<file path="config.mk">
export PLATFORM = sky130hd
export DESIGN_NAME = stack_cpu_flat
export DESIGN_NICKNAME = d
export VERILOG_FILES = /design/src/rtl/stack_cpu_pkg.sv /design/src/rtl/stack_cpu_if.sv /design/src/rtl/stack_cpu_alu.sv /design/src/rtl/stack_cpu.sv /design/src/flat_wrapper.sv
export SDC_FILE = /design/constraint.sdc
export NUM_CORES = 1
export LEC_CHECK = 0
export ABC_AREA = 1
export CAP_MARGIN = 10
export CORE_MARGIN = 1
export CORE_UTILIZATION = 57
export CTS_CLUSTER_DIAMETER = 30
export DETAILED_ROUTE_END_ITERATION = 16
export PLACE_DENSITY = 0.78
export SLEW_MARGIN = 10
export SYNTH_ARGS = -nofsm -noshare
export SYNTH_HDL_FRONTEND = slang
export SYNTH_HIERARCHICAL = 1
export SYNTH_SLANG_ARGS = --single-unit
</file>
<file path="constraint.sdc">
create_clock -name clk -period 3.8 [get_ports clk]
set_input_delay 1.14 -clock clk [delete_from_list [all_inputs] [get_ports clk]]
set_output_delay 1.14 -clock clk [all_outputs]
set_load 0.05 [all_outputs]
</file>
<file path="src/rtl/stack_cpu_pkg.sv">
// stack_cpu_pkg: shared constants for the stack CPU.
//   - opcode constants (instruction bits [15:12])
//   - ALU function constants (ir[11:9]) and unary sub-codes (ir[8:6])
//   - state_t: FSM state encoding
//   - decode(): maps a fetched opcode to its execute state
package stack_cpu_pkg;

  localparam logic [3:0] OP_LDI  = 4'h1;
  localparam logic [3:0] OP_LD   = 4'h2;
  localparam logic [3:0] OP_ST   = 4'h3;
  localparam logic [3:0] OP_JZ   = 4'h4;
  localparam logic [3:0] OP_JMP  = 4'h5;
  localparam logic [3:0] OP_ALU  = 4'h7;
  localparam logic [3:0] OP_PUSH = 4'h8;
  localparam logic [3:0] OP_POP  = 4'h9;
  localparam logic [3:0] OP_CALL = 4'hA;
  localparam logic [3:0] OP_RET  = 4'hB;

  localparam logic [2:0] ALU_ADD   = 3'd0;
  localparam logic [2:0] ALU_SUB   = 3'd1;
  localparam logic [2:0] ALU_AND   = 3'd2;
  localparam logic [2:0] ALU_OR    = 3'd3;
  localparam logic [2:0] ALU_XOR   = 3'd4;
  localparam logic [2:0] ALU_UNARY = 3'd7;

  // Unary sub-codes share the A-select field ir[8:6].
  localparam logic [2:0] UN_NOT = 3'd0;
  localparam logic [2:0] UN_MOV = 3'd1;
  localparam logic [2:0] UN_INC = 3'd2;
  localparam logic [2:0] UN_DEC = 3'd3;

  typedef enum logic [3:0] {
    S_FETCH, S_LDI, S_LD, S_ST, S_JZ, S_JMP, S_ALU,
    S_PUSH, S_POP, S_CALL, S_RET, S_HALT
  } state_t;

  // Undefined opcodes decode to FETCH, so they behave as one-cycle NOPs.
  function automatic state_t decode(input logic [3:0] op);
    case (op)
      OP_LDI:  decode = S_LDI;
      OP_LD:   decode = S_LD;
      OP_ST:   decode = S_ST;
      OP_JZ:   decode = S_JZ;
      OP_JMP:  decode = S_JMP;
      OP_ALU:  decode = S_ALU;
      OP_PUSH: decode = S_PUSH;
      OP_POP:  decode = S_POP;
      OP_CALL: decode = S_CALL;
      OP_RET:  decode = S_RET;
      default: decode = S_FETCH;
    endcase
  endfunction

endpackage

</file>
<file path="src/rtl/stack_cpu_if.sv">
// stack_cpu_if: single-port memory bus between the CPU and the memory model.
//   address  : word address driven by the CPU
//   data_out : CPU write data
//   memwt    : write enable, active high
//   data_in  : read data, combinational from address
// Modports: master (CPU side), slave (memory side).
interface stack_cpu_if #(
  parameter int DATA_W = 16,
  parameter int ADDR_W = 12
);
  logic [ADDR_W-1:0] address;
  logic [DATA_W-1:0] data_out;
  logic [DATA_W-1:0] data_in;
  logic              memwt;

  modport master (output address, output data_out, output memwt, input data_in);
  modport slave  (input address, input data_out, input memwt, output data_in);
endinterface

</file>
<file path="src/rtl/stack_cpu_alu.sv">
// stack_cpu_alu: combinational ALU.
//   a, b   : operands r[ir[8:6]], r[ir[5:3]]
//   fn     : ir[11:6]; [5:3] selects the function, [2:0] the unary sub-op
//   result : modulo 2^DATA_W result, no carry
//   zero   : result == 0
module stack_cpu_alu
  import stack_cpu_pkg::*;
#(
  parameter int DATA_W = 16
) (
  input  logic [DATA_W-1:0] a,
  input  logic [DATA_W-1:0] b,
  input  logic [5:0]        fn,
  output logic [DATA_W-1:0] result,
  output logic              zero
);

  always_comb begin
    result = '0;
    case (fn[5:3])
      ALU_ADD: result = a + b;
      ALU_SUB: result = a - b;
      ALU_AND: result = a & b;
      ALU_OR:  result = a | b;
      ALU_XOR: result = a ^ b;
      ALU_UNARY: begin
        case (fn[2:0])
          UN_NOT:  result = ~b;
          UN_MOV:  result = b;
          UN_INC:  result = b + DATA_W'(1);
          UN_DEC:  result = b - DATA_W'(1);
          default: result = '0;
        endcase
      end
      default: result = '0;
    endcase
  end

  assign zero = (result == '0);

endmodule

</file>
<file path="src/rtl/stack_cpu.sv">
// stack_cpu: multicycle fetch/execute CPU with a downward-growing stack.
// Every instruction is one FETCH cycle plus one execute cycle; undefined
// opcodes return straight to FETCH.
// Ports:
//   clk    : clock, rising edge
//   rst_n  : asynchronous active-low reset
//   bus    : stack_cpu_if.master (address, data_out, memwt out; data_in in)
//   fault  : sticky stack fault
// Optional feature: define STACK_CHECK_EN to trap stack overflow (PUSH/CALL
// at SP_LIMIT) and underflow (POP/RET at SP_INIT) into a HALT state. When
// undefined, sp wraps silently and fault is tied low.
module stack_cpu
  import stack_cpu_pkg::*;
#(
  parameter int                DATA_W   = 16,
  parameter int                ADDR_W   = 12,
  parameter logic [ADDR_W-1:0] SP_INIT  = '1,
  parameter logic [ADDR_W-1:0] SP_LIMIT = ADDR_W'('h800)
) (
  input  logic        clk,
  input  logic        rst_n,
  stack_cpu_if.master bus,
  output logic        fault
);

  if (DATA_W < 16 || ADDR_W > 12 || SP_LIMIT >= SP_INIT) begin : g_param_err
    $error("stack_cpu: unsupported DATA_W/ADDR_W/SP_LIMIT combination");
  end

  state_t                   state;
  logic [ADDR_W-1:0]        pc, sp;
  logic [11:0]              ir;
  logic                     z;
  logic [7:0][DATA_W-1:0]   regs;

  logic [DATA_W-1:0]        op_a, op_b, alu_res;
  logic                     alu_zero;
  logic [2:0]               dst;
  logic [ADDR_W-1:0]        off, ld_addr, sp_dec, pc_inc;
  logic [ADDR_W-1:0]        addr_c;
  logic [DATA_W-1:0]        dout_c;
  logic                     we_c, stk_err;

  assign op_a    = regs[ir[8:6]];
  assign op_b    = regs[ir[5:3]];
  assign dst     = ir[2:0];
  // ADDR_W <= 12, so truncating ir keeps the two's-complement offset intact
  // modulo 2^ADDR_W.
  assign off     = ir[ADDR_W-1:0];
  assign ld_addr = op_b[ADDR_W-1:0];
  assign sp_dec  = sp - ADDR_W'(1);
  assign pc_inc  = pc + ADDR_W'(1);

  stack_cpu_alu #(.DATA_W(DATA_W)) u_alu (
    .a      (op_a),
    .b      (op_b),
    .fn     (ir[11:6]),
    .result (alu_res),
    .zero   (alu_zero)
  );

`ifdef STACK_CHECK_EN
  logic fault_q;
  assign stk_err = ((state == S_PUSH || state == S_CALL) && sp == SP_LIMIT) ||
                   ((state == S_POP  || state == S_RET)  && sp == SP_INIT);
  assign fault   = fault_q;
`else
  assign stk_err = 1'b0;
  assign fault   = 1'b0;
`endif

  always_ff @(posedge clk or negedge rst_n) begin
    if (!rst_n) begin
      state <= S_FETCH;
      pc    <= '0;
      ir    <= '0;
      sp    <= SP_INIT;
      z     <= 1'b0;
      regs  <= '0;
`ifdef STACK_CHECK_EN
      fault_q <= 1'b0;
`endif
    end
`ifdef STACK_CHECK_EN
    // A faulting stack op commits nothing; HALT is left only by reset.
    else if (stk_err || state == S_HALT) begin
      state   <= S_HALT;
      fault_q <= 1'b1;
    end
`endif
    else begin
      state <= S_FETCH;
      case (state)
        S_FETCH: begin
          ir    <= bus.data_in[11:0];
          pc    <= pc_inc;
          state <= decode(bus.data_in[15:12]);
        end
        S_LDI: begin
          regs[dst] <= bus.data_in;
          pc        <= pc_inc;
        end
        S_LD:  regs[dst] <= bus.data_in;
        S_JZ:  if (z) pc <= pc + off;
        S_JMP: pc <= pc + off;
        S_ALU: begin
          regs[dst] <= alu_res;
          z         <= alu_zero;
        end
        S_PUSH: sp <= sp_dec;
        S_POP: begin
          regs[dst] <= bus.data_in;
          sp        <= sp + ADDR_W'(1);
        end
        S_CALL: begin
          sp <= sp_dec;
          pc <= pc + off;
        end
        S_RET: begin
          pc <= bus.data_in[ADDR_W-1:0];
          sp <= sp + ADDR_W'(1);
        end
        default: ;
      endcase
    end
  end

  // Bus outputs are combinational from state so reads and writes complete
  // inside the execute cycle.
  always_comb begin
    addr_c = pc;
    we_c   = 1'b0;
    dout_c = op_a;
    case (state)
      S_LD: addr_c = ld_addr;
      S_ST: begin
        addr_c = ld_addr;
        we_c   = 1'b1;
      end
      S_PUSH: begin
        addr_c = sp_dec;
        we_c   = 1'b1;
      end
      S_CALL: begin
        addr_c = sp_dec;
        we_c   = 1'b1;
        dout_c = DATA_W'(pc);
      end
      S_POP, S_RET: addr_c = sp;
      default: ;
    endcase
  end

  assign bus.address  = addr_c;
  assign bus.data_out = dout_c;
  // Gating with rst_n aborts an in-flight write the moment reset asserts.
  assign bus.memwt    = we_c & rst_n & ~stk_err;

endmodule
</file>
<file path="src/flat_wrapper.sv">
// flat-port wrapper written by rule: the top's interface ports become plain ports
module stack_cpu_flat import stack_cpu_pkg::*;
#(
  parameter int                DATA_W   = 16,
  parameter int                ADDR_W   = 12,
  parameter logic [ADDR_W-1:0] SP_INIT  = '1,
  parameter logic [ADDR_W-1:0] SP_LIMIT = ADDR_W'('h800)
)
  (clk, rst_n, fault, bus_address, bus_data_out, bus_memwt, bus_data_in);
  stack_cpu_if #(.DATA_W(DATA_W), .ADDR_W(ADDR_W)) bus_i ();
  input  logic clk;
  input  logic rst_n;
  output logic fault;
  output wire logic [$bits(bus_i.address)-1:0] bus_address;
  output wire logic [$bits(bus_i.data_out)-1:0] bus_data_out;
  output wire logic [$bits(bus_i.memwt)-1:0] bus_memwt;
  input wire logic [$bits(bus_i.data_in)-1:0] bus_data_in;
  assign bus_address = bus_i.address;
  assign bus_data_out = bus_i.data_out;
  assign bus_memwt = bus_i.memwt;
  assign bus_i.data_in = bus_data_in;
  stack_cpu #(.DATA_W(DATA_W), .ADDR_W(ADDR_W), .SP_INIT(SP_INIT), .SP_LIMIT(SP_LIMIT)) u_core (.clk(clk), .rst_n(rst_n), .bus(bus_i), .fault(fault));
endmodule
</file>
Word level (Yosys, flattened, before mapping)
Memory sizes are Yosys's and may differ from the RTL's.
Cells that the tools add are included.
Widths: inputs -> output; s select.
{ "totals": {"mem_bits_ro": 64, "latch_bits": 0, "output_inout_bits": 30, "reg_bits": 169, "mem_count": 1, "ramBits": 0, "word_cells": 84} }
{ "classes": {"n_reduce_logical": 16, "n_mul": 0, "order_cmp": 4, "shift": 0, "bitwise_logic": 5, "muxes": 18, "div_mod_pow": 0, "n_eq_ne": 19, "addsub": 8} }
{ "mem_list": {"columns": ["memory", "depth", "word_bits", "read_ports", "rd_clocked_by_memory_dff", "wr", "line", "source"], "rows": [
  ["(name not given)", 16, 4, 1, 0, 0, "stack_cpu_pkg.sv:39", "case (op)"]
]} }
{ "ops": {"columns": ["op", "n"], "rows": [
  ["$bwmux 128", 2],
  ["$pmux 128 s2", 1],
  ["$bmux 16 s3", 2],
  ["$pmux 16 s6", 1],
  ["$mux 16", 4],
  ["$pmux 16 s4", 1],
  ["$demux 16 s3", 1],
  ["$pmux 12 s4", 1],
  ["$pmux 12 s3", 1],
  ["$add 12x1->12 const B", 2],
  ["$pmux 12 s2", 1],
  ["$add 16x1->16 const B", 1],
  ["$add 16x16->16", 1],
  ["$and 16x16->16", 1],
  ["$eq 4x3->1 const B", 4],
  ["$logic_not 16->1", 1],
  ["$not 16->16", 1],
  ["$or 16x16->16", 1],
  ["$sub 16x1->16 const B", 1],
  ["$sub 16x16->16", 1],
  ["$xor 16x16->16", 1],
  ["$add 12x12->12", 1],
  ["$eq 3x2->1 const B", 4],
  ["$eq 4x4->1 const B", 3],
  ["20 further kinds", 32]
]} }

Logic depth before layout (Yosys ltp)
{ "logic_depth": {"word_depth": 7, "depth_mapped": 34, "ltp_nobuf": 32} }

By module
The synthesis kept the hierarchy.
{ "modules_own_cells": {"columns": ["module", "area_per_inst_um2", "cells_each", "instances", "seq_area_each_um2"], "rows": [
  ["stack_cpu", 10898.0, 1590, 1, 4244.1],
  ["stack_cpu_alu", 3548.4, 653, 1, 0.0]
]} }

Least setup slack after synthesis
No wires, ideal clock.
{ "synth_timing": {"path_kind": "flip-flop to flip-flop", "startpoint": "reg u_core.ir[4]", "endpoint": "reg u_core.z", "stages_incl_launch_ff": 32, "setup_slack_ns": -0.324, "arrival_time_ns": 4.042, "path_buffers": 2, "path_cell_list": "dfrtp_1 -> clkbuf_1 -> inv_1 -> clkbuf_1 -> a21oi_1 -> o21ai_0 -> nand2_1 -> o21a_1 -> inv_1 -> ha_1 -> nand2_1 -> nor2_1 -> inv_1 -> nor3_1 -> inv_1 -> nor3_2 -> nand3_1 -> o31ai_1 -> xor2_1 -> ha_1 -> nand2_1 -> nor4_1 -> nand2_1 -> nand2_1 -> nand2_1 -> nand3_1 -> nand3_2 -> nor2_1 -> nand2_1 -> nor3_2 -> inv_1 -> a31oi_1"} }
{ "synth_between": {"elab_chain_len": 6, "elab_cells_between_ends": 13, "cone_classes": "4 x add/sub; 4 x mux; 4 x bitwise; 1 x reduce/logical"} }
{ "synth_lines": {"columns": ["element", "line", "source"], "rows": [
  ["from (decl)", "stack_cpu.sv:32", "logic [11:0] ir;"],
  ["from (signal assigned)", "stack_cpu.sv:95", "ir <= bus.data_in[11:0];"],
  ["$bmux 16 s3 *", "stack_cpu.sv:45", "assign op_b = regs[ir[5:3]];"],
  ["$mux 16 (not written as such) *", "stack_cpu.sv:45", null],
  ["named net u_core.op_b[0]", "stack_cpu.sv:36", "logic [DATA_W-1:0] op_a, op_b, alu_res;"],
  ["$sub 16x1->16 / $add 16x1->16 (equally long branches)", "stack_cpu_alu.sv:31, stack_cpu_alu.sv:30", null],
  ["$pmux 16 s4", "stack_cpu_alu.sv:27", "case (fn[2:0])"],
  ["$pmux 16 s6 *", "stack_cpu_alu.sv:20", "case (fn[5:3])"],
  ["named net u_core.alu_res[15]", "stack_cpu.sv:36", null],
  ["$logic_not 16->1 *", "stack_cpu_alu.sv:39", "assign zero = (result == '0);"],
  ["named net u_core.alu_zero", "stack_cpu.sv:37", "logic alu_zero;"],
  ["to (signal assigned)", "stack_cpu.sv:108", "z <= alu_zero;"],
  ["to (decl)", "stack_cpu.sv:33", "logic z;"]
]} }
The timed path passes the listed nets; every way through them passes the cells marked *. The select of a mux whose other input is x is not followed.
A chain may end at the register's enable or synchronous reset.

Worst setup path after layout
{ "layout_timing": {"startpoint": "reg u_core.ir[3]", "endpoint": "reg u_core.z"} }
Same word-level chain as after synthesis.

==> impl_results.md <==
- Clk sink count: 169
- Final hold viol count: 0
- Max-slew violation count: 0
- CTS tree: yes
- Post-layout min period: 4.50 ns
- Antenna violations before repair: 1
- Yosys reg bits: 169
- Outcome: finished, violations left
- Worst Hold Class: reg -> reg
- CTS H-Tree Depth: 4
- Final core occ: 74.5%
- Initial DRC count: 2,157
- Top-level port count: 48
- Final HPWL DP: 38,800 um
- Mean post-synth cell area: 6.44 sq um
- Seq/Total Area, Yosys: 29.4%
- Final setup viols: 97
- Worst-Margin Slew: 1.12 ns
- Synth warn: 6
- Fmax: 222 MHz
- Initial Util: 58.7%
- Gr usage total: 41.9%
- Cell variety after synth: 52
- Routed WL: 54,400 um
- Synth area leader: dfrtp_1
- Startpoint Class: register
- CP required: 4.16 ns
- Input/output buffers: 46
- Hold Buf Count CTS: 0
- Crit Path Category: reg -> reg
- CTS max path bufs: 2
- Avg WL per Cell: 19.9 um
- 1st-pass router iterations: 6
- Via density: 5.99
- GP Congestion: 1.01
- Fin crit share: 118%
- Primary FF master, synth: dfrtp_1
- Max cap viols: 0
- Antenna viol nets, final: 0
- Hold path start: u_core/sp[9]
- Worst hold slack: 0.514 ns
- Post-synthesis net count: 2,344
- Number of nets in the layout: 2,503
- Critical R2R Launch: u_core/ir[3]
- Syn Inst Count: 2,243
- Worst setup EP type: register
- Root buffer cell: clkbuf_16
- Post-synth EDFFs: 0
- Vias in the first global route: 15,320
- Num rows: 57
- Fin worst setup slack: -0.700 ns
- Layout cells sized above 1: 19.5%
- Die width: 161 um
- Ant. Diodes: 0
- Core Area: 24,600 sq um
- Setup slack after placement: -0.845 ns
- Worst EP arrival: 4.86 ns
- Routed vias: 16,411
- DIE AREA: 26,000 sq um
- Die height: 161 um
- RSZ-0062 raised after global routing: true
- DRC viols: 0
- Skew final: 0.0184 ns
- Maximum number of pins on one net before global-route repair: 125
- Failing checks: negative setup slack
- Clk slew on worst S/H paths: 0.08 ns
- Synth top area cells: dfrtp_1 27%, nand2_1 17%, o21ai_0 9.9%
- CTS buffer count: 17
- Crit path from: u_core/ir[3]
- Share of flip-flops with an asynchronous set or reset: 100%
- First-pass GRT wire length: 83,600 um
- Relative slew slack: 25.5%
- Area share of the largest cell type after synthesis: 27.2%
- Area grow syn2layout: 26.9%
- GRT overflow: 0
- Crit-path max FO: 7
- Synth Cell Area: 14,400 sq um
- Most common cell after layout, fill and taps aside: nand2_1
- Clk_lat worst skew: 0.46 ns
- Most frequent cells in the layout: 628 x nand2_1, 243 x o21ai_0, 239 x inv_1
path summary, 6_finish.rpt:
| path | to | slack, ns | depth (start not counted) |
|---|---|---|---|
| worst min register to register | u_core/sp[9] | 0.51 | 2 |
| worst min-delay path | u_core/sp[9] | 0.51 | 2 |
| worst max register to register | u_core/z | -0.70 | 27 |
| max in group asynchronous | u_core/regs[71] | 1.80 | 3 |
| worst max-delay path | u_core/z | -0.70 | 27 |
| min in group asynchronous | u_core/regs[126] | 0.80 | 2 |
cells by family after synthesis:
family	count (synthesis)	synth area share (%)
other	1	0.0260
AO/OA/AOI/OAI	578	22.0
buffers and inverters	367	10.1
flip-flops	169	29.4
XOR/XNOR	28	1.70
AND/OR/NAND/NOR	1017	29.4
adder cells (fa/ha/maj)	83	7.34
layout make-up:
type                    instances  area [sq um]
clock buffers                  17           425
clock inverters                15           229
fillers                      1960          6270
inverters                     261           992
multi-input cells            1707          9670
flip-flops and latches        169          4250
well taps                     324           405
repair buffers                245          2360
repair inverters                1          5.00
registers in the layout, summed over array words and instances, names as in the netlist:
name	cells
u_core/state	4
u_core/regs	128
u_core/pc	12
u_core/ir	12
u_core/sp	12
u_core/z	1
stage by stage:
| stage | TNS (ns) | std cells | area (sq um) |
|---|---|---|---|
| finish | -29.20 | 2739 | 18300 |
| floorplan | -0.0106 | 2243 | 14500 |
| detailed placement | -48.99 | 2677 | 16500 |
| CTS | -13.37 | 2721 | 17700 |
| global placement | -38.36 | 2677 | 16500 |
| global route | -46.30 | 2739 | 18300 |
synthesized netlist by cell type (9+ instances only):
cell and instances:
a21oi_1 184, buf_2 23, buf_4 9, clkbuf_1 66, dfrtp_1 157, dfstp_2 12
ha_1 80, inv_1 251, nand2_1 657, nand3_1 149, nand4_1 18, nor2_1 142
nor3_1 9, o21a_1 23, o21ai_0 287, o21ai_1 22, o21ai_2 17, xor2_1 23
layer usage:
metal / wire length (um) / track usage (%) / part of all wire [%]
met1: 21200 / 55.1 / 39
met2: 24000 / 64.7 / 44
met3: 6170 / 8.63 / 11
met4: 2910 / 22.8 / 5.3
met5: 16 / 0 / 0.029
critical path, cell delays in order (launching register included):
cell and delay, ns:
dfrtp_2 0.50, clkinv_4 0.13, o21ai_0 0.20, nand3_1 0.11, o21a_1 0.16, inv_2 0.09, ha_4 0.14, nand2_2 0.05
nor2_2 0.11, inv_2 0.08, nor3_4 0.15, inv_2 0.08, nor3_4 0.22, nand3_2 0.14, o31ai_4 0.24, xor2_1 0.17
ha_1 0.32, a21o_1 0.23, o21bai_1 0.16, a21oi_2 0.13, nand3b_1 0.10, nand3_2 0.12, nand3_4 0.10, nor2_1 0.15
nand2_1 0.10, nor3_4 0.19, inv_1 0.07, a31oi_1 0.15
repair_timing:
item / CTS / global route
gates cloned: 1 / 0
buffers inserted: 11 / 19
pin swaps: 43 / 123
setup endpoints to repair: 108 / 109
endpoints found under the hold margin: 0 / 0
resized for setup: 132 / 129
Power is left out: the tool's default activity adds up to more than one toggle a clock period on the data nets, which glitch-free logic cannot reach.
